<file path="src/rtl/fifo_rd_stream.sv">
// Read-side drain stage for synchronous_fifo: owns r_en and turns the FIFO's registered data_out into a valid/ready stream.
// Optional build macro FIFO_RD_STREAM_STATS_EN adds the 16-bit rd_count delivered-word counter.
module fifo_rd_stream #(
  parameter int DATA_WIDTH = 8
) (
  input  logic                  clk,
  input  logic                  rst,
  input  logic                  fifo_empty,
  input  logic [DATA_WIDTH-1:0] fifo_data,
  output logic                  fifo_rd_en,
  output logic                  m_valid,
  output logic [DATA_WIDTH-1:0] m_data,
  input  logic                  m_ready
`ifdef FIFO_RD_STREAM_STATS_EN
  ,
  output logic [15:0]           rd_count
`endif
);

  logic [DATA_WIDTH-1:0] skid_buf [0:2];
  logic [1:0]            wptr;
  logic [1:0]            rptr;
  logic [1:0]            occ;
  logic                  inflight;
  logic                  pop;
  logic [2:0]            fill;
  logic [1:0]            occ_next;

  function automatic logic [1:0] next_ptr(input logic [1:0] ptr);
    next_ptr = (ptr == 2'd2) ? 2'd0 : ptr + 2'd1;
  endfunction

  // Space check counts the word already in flight, so a capture always has a free slot.
  assign fill       = {1'b0, occ} + {2'b00, inflight};
  assign fifo_rd_en = !rst && !fifo_empty && (fill < 3'd3);

  assign m_valid  = (occ != 2'd0);
  assign pop      = m_valid && m_ready;
  assign occ_next = occ + {1'b0, inflight} - {1'b0, pop};

  always_comb begin
    m_data = '0;
    for (int i = 0; i < 3; i++) begin
      if (rptr == i[1:0]) m_data = skid_buf[i];
    end
  end

  always_ff @(posedge clk or posedge rst) begin
    if (rst) begin
      wptr     <= 2'd0;
      rptr     <= 2'd0;
      occ      <= 2'd0;
      inflight <= 1'b0;
      for (int i = 0; i < 3; i++) skid_buf[i] <= '0;
    end else begin
      inflight <= fifo_rd_en;
      occ      <= occ_next;
      if (inflight) begin
        for (int i = 0; i < 3; i++) begin
          if (wptr == i[1:0]) skid_buf[i] <= fifo_data;
        end
        wptr <= next_ptr(wptr);
      end
      if (pop) rptr <= next_ptr(rptr);
    end
  end

`ifdef FIFO_RD_STREAM_STATS_EN
  always_ff @(posedge clk or posedge rst) begin
    if (rst) begin
      rd_count <= 16'h0000;
    end else if (pop) begin
      rd_count <= rd_count + 16'h0001;
    end
  end
`endif

endmodule

</file>
<file path="config.mk">
export PLATFORM = sky130hd
export DESIGN_NAME = fifo_rd_stream
export DESIGN_NICKNAME = d
export VERILOG_FILES = /design/src/rtl/fifo_rd_stream.sv
export SDC_FILE = /design/constraint.sdc
export NUM_CORES = 1
export LEC_CHECK = 0
export BUFFER_PORTS_ARGS = -buffer_cell sky130_fd_sc_hd__buf_2
export CAP_MARGIN = 20
export CORE_MARGIN = 2
export CORE_UTILIZATION = 55
export DETAILED_ROUTE_END_ITERATION = 6
export HOLD_SLACK_MARGIN = 0.1
export MAX_ROUTING_LAYER = met4
export PLACE_DENSITY = 0.86
export SLEW_MARGIN = 15
export SYNTH_ARGS = -nofsm -noshare
export SYNTH_HDL_FRONTEND = slang
export SYNTH_SLANG_ARGS = --single-unit
</file>
<file path="constraint.sdc">
create_clock -name clk -period 3.8 [get_ports clk]
set_input_delay 0.19 -clock clk [delete_from_list [all_inputs] [get_ports clk]]
set_output_delay 0.19 -clock clk [all_outputs]
set_load 0.02 [all_outputs]
</file>
======== Word-level counts from Yosys, hierarchy flattened ========
Cells that the tools add are included.
Widths: inputs -> output; s select.
word-level totals
  flip-flop bits (word level) ............. 31
  bits of input ports ..................... 12
operators by class
  add/sub/neg operators ................... 5
  order comparisons ....................... 1
  equality and inequality tests ........... 4
  mux-type cells .......................... 5
  reductions and logical operators ........ 11
operators with widths
  cell                 number
  $mux 8               3
  $reduce_and 2->1     3
  $add 2x1->2 const B  2
  $eq 2x1->1 const B   2
  $eq 2x2->1 const B   2
  $logic_not 2->1      2
  $mux 2               2
  $add 2x1->3          1
  $logic_and 1x1->1    3
  $lt 3x2->1 const B   1
  $add 2x1->2          1
  $logic_not 1->1      2
  $reduce_bool 2->1    1
  $sub 2x1->2          1

======== Longest topological paths before layout ========
  word-level depth ........................ 4
  depth in mapped cells ................... 7
  depth with buffers taken out ............ 7

======== Worst setup path before layout ========
Ideal clock, no wire load.
  path kind ............................... reg2reg
  start ................................... register inflight
  end ..................................... register inflight
  arrival time ............................ 2.093 ns
  slack ................................... 1.459 ns
  stages on the path, launching flop included .. 4
  buffers on the path ..................... 0
  period minus slack after synthesis ...... 2.341 ns
  cell sequence ........................... dfrtp_1 ha_1 ha_1 a2111oi_0
on the way
  cells in the longest elaborated chain, start to end .. 3
RTL lines
  what                    line  RTL
  start, declared         24    logic inflight;
  start signal, assigned  56    inflight <= fifo_rd_en;
  $add 2x1->3             34    assign fill = {1'b0, occ} + {2'b00, inflight};
  $lt 3x2->1              35    assign fifo_rd_en = !rst && !fifo_empty && (fill < 3'd3);
  $logic_and 1x1->1       35
  named net fifo_rd_en    10    output logic fifo_rd_en,
The timed path passes the listed nets, and every way through them passes these cells.
A chain may end at the register's enable or synchronous reset.

======== Final worst setup path ========
  start ................................... register inflight
  end ..................................... output port fifo_rd_en
on the way
  cells in the longest elaborated chain, start to end .. 3
RTL lines
  what               line
  $add 2x1->3        34
  $lt 3x2->1         35
  $logic_and 1x1->1  35
  end, declared      10
No other way between the ends.

==> flow_summary.yaml <==
timing:
  post-route-period-util_pct: 63.4
  tns_ns: 0
  timing.fmax_mhz: 415
  slew_viol_final: 0
  worst_slew_margin_rel_pct: 52.1
  hold_viol: 0
  hold_slack_ns: 0.120
  rsz0062_at_grt: "false"
  fin_skew_ns: 0.00411
  setup_violations: 0
  period_needed_ns: 2.41
  worst_pin_slew_ns: 0.700
logic_synthesis:
  syn_area_um2: 1400
  seq_area_frac_synth_pct: 55.5
  synth_commonest_cells: "dfrtp_1, mux2_2, mux2i_1, o2bb2ai_1, inv_1"
  synth_cell_types: 18
  synthCells: 97
  synth_edf_count: 0
  yosysWarnings: 0
  synthFlopType: "dfrtp_1"
  synthTopCellsByArea: "dfrtp_1, mux2_2, mux2i_1"
  async_reset_ff_share_pct: 100
  avgSynthCellArea_um2: 14.4
  synth_top_area_share_pct: 55.5
  synth_seq_cells: 31
  yosysTopAreaCell: "dfrtp_1"
  synth_fp_nets: 113
  yosysMostFrequentCell: "dfrtp_1"
min_path:
  hold_depth: 2
  worstHoldStart: "fifo_data[1]"
  whs_endpoint: "skid_buf[17]"
  hold_class: "in2reg"
setup_path:
  crit_type: "reg2out"
  end_kind: "output pin"
  reg2reg_depth: 7
  reg2reg_to: "occ[1]"
  cpMostUsedCell: "ha_1"
  rrSetupSlack_ns: 2.01
  cp_cell_sequence: "ha_1 > ha_1 > a2111oi_0 > buf_2"
  critPathArrivalTime_ns: 2.22
  slowest_delay_ns: 0.67
  path_max_fanout: 6
  worstSetupStartpointType: "register"
  crit_slowest_cell: "a2111oi_0"
  rr_startpoint: "occ[1]"
  cp.required_ns: 3.61
clock_tree:
  clock_latency_ns: 0.32
  cts_tree: "done"
  root_buffer: "clkbuf_4"
  cts_buffer_depth: 2
  cts_sinks: 31
  post_cts.repair.setup_buffers: 0
  clk_pin_slew_ns: 0.08
  ctsHtreeMaxLevel: 2
  hold_buffers: 2
  numCtsBuffers: 5
  postCtsResizedCells: 0
outcome:
  status: "completed"
final_layout:
  fillCellCount: 188
  area_growth_pct: 15.7
  antenna_cells: 0
  drive_gt1_share_pct: 45.2
  nets: 141
placed_design:
  port_buffers: 21
  place_congestion: 0.704
  dp_hpwl_um: 1750
drt:
  dr.pass1.iters: 2
  routed_wl_um: 2440
  vias: 864
  drc: 0
  wl_per_cell_um: 15.8
  postRouteAntennaNets: 0
  drt_iter0_markers: 1
  routed_via_density: 5.61
pwr:
  ir_drop_v: 0.000563
  power_density_nw_per_um2: 859
  p_leak_nw: 0.742
global_routing:
  antenna_found_initial: 0
  grt_max_degree: 21
  grt_pass1_vias: 844
  grt.total_usage_pct: 21.0
  grt_pass1_wl_um: 3950
  overflow: 0
floorplanning:
  start_util_pct: 57.5
  design.core.area_um2: 2430
  die_h_um: 54.4
  num_rows: 18
  die_x_um: 54.4
  die-area_um2: 2960
  io_pins: 22
job:
  drv_cap: 0
[cell families after synthesis]
kind of cell               synth area share [%]
muxes                                      26.7
DFF                                        55.5
AOI/OAI and AO/OA                          6.89
buffers and inverters                      2.24
and+or+nand+nor                            3.85
adders and majority gates                  3.58
xor gates and xnor gates                   1.25
[cell usage in the layout (no fill, tap or decap), drive strengths merged, types with 2 or more instances in the layout]
cell type     n
dfrtp        31
mux2         26
buf          22
mux2i         8
o2bb2ai       8
clkbuf        6
inv           5
ha            4
o21ai         2
xnor2         2
dlygate4sd3   2
nand3b        2
[critical path, delay by kind of cell, from the launching register on]
| kind | cells | cell delay (ns) |
|---|---|---|
| compound gates | 1 | 0.67 |
| fa+ha+maj | 2 | 0.49 |
| flops | 1 | 0.45 |
| buf+inv | 1 | 0.29 |
[final cells by class]
cell class / count / area, um2 / share of cell area [%]
Timing Repair Buffer: 24 / 153 / 9.44
Clock buffer: 6 / 41.3 / 2.55
Multi-Input combinational cell: 58 / 591 / 36.5
Inverter: 5 / 18.8 / 1.16
Tap cell: 30 / 37.5 / 2.32
Sequential cell: 31 / 776 / 48.0
[worst max path at each step]
stage / startpoint / end / cells after the start
final: inflight / fifo_rd_en / 4
after global routing: inflight / fifo_rd_en / 4
after CTS: inflight / fifo_rd_en / 4
after detailed placement: inflight / fifo_rd_en / 4
after global placement: inflight / fifo_rd_en / 4
after floorplan: inflight / inflight / 3
[through the flow]
step | total power [mW] | utilization (%) | area (um2) | instances | setup WS (ns)
2_1_floorplan | 1.06 | - | 1400 | 97 | 1.46
3_3_place_gp | 1.20 | 62.8 | 1530 | 145 | 2.02
3_5_place_dp | 1.24 | 63.9 | 1560 | 146 | 1.80
4_1_cts | 1.40 | 66.5 | 1620 | 154 | 1.42
5_1_grt | 1.49 | 66.5 | 1620 | 154 | 1.29
6_report | 1.39 | 66.5 | 1620 | 154 | 1.39
[layer usage]
layer	vias up	global-route usage [%]	share of wire (%)
met5	-	-	0
met4	0	12.5	1.1
met3	4	6.28	3.5
met2	13	33.5	51
met1	442	23.2	44
li1	405	-	-
[power by group]
part | leakage [nW] | total (mW) | switching, mW | internal (mW)
combinational | 0.349 | 0.589 | 0.282 | 0.307
sequential | 0.368 | 0.635 | 0.138 | 0.496
clock | 0.0242 | 0.166 | 0.100 | 0.0656
[registers in the layout, summed over array words and instances (netlist names)]
name,cells
inflight,1
occ,2
rptr,2
skid_buf,24
wptr,2
No activity file was read; power rests on OpenSTA's default activity.
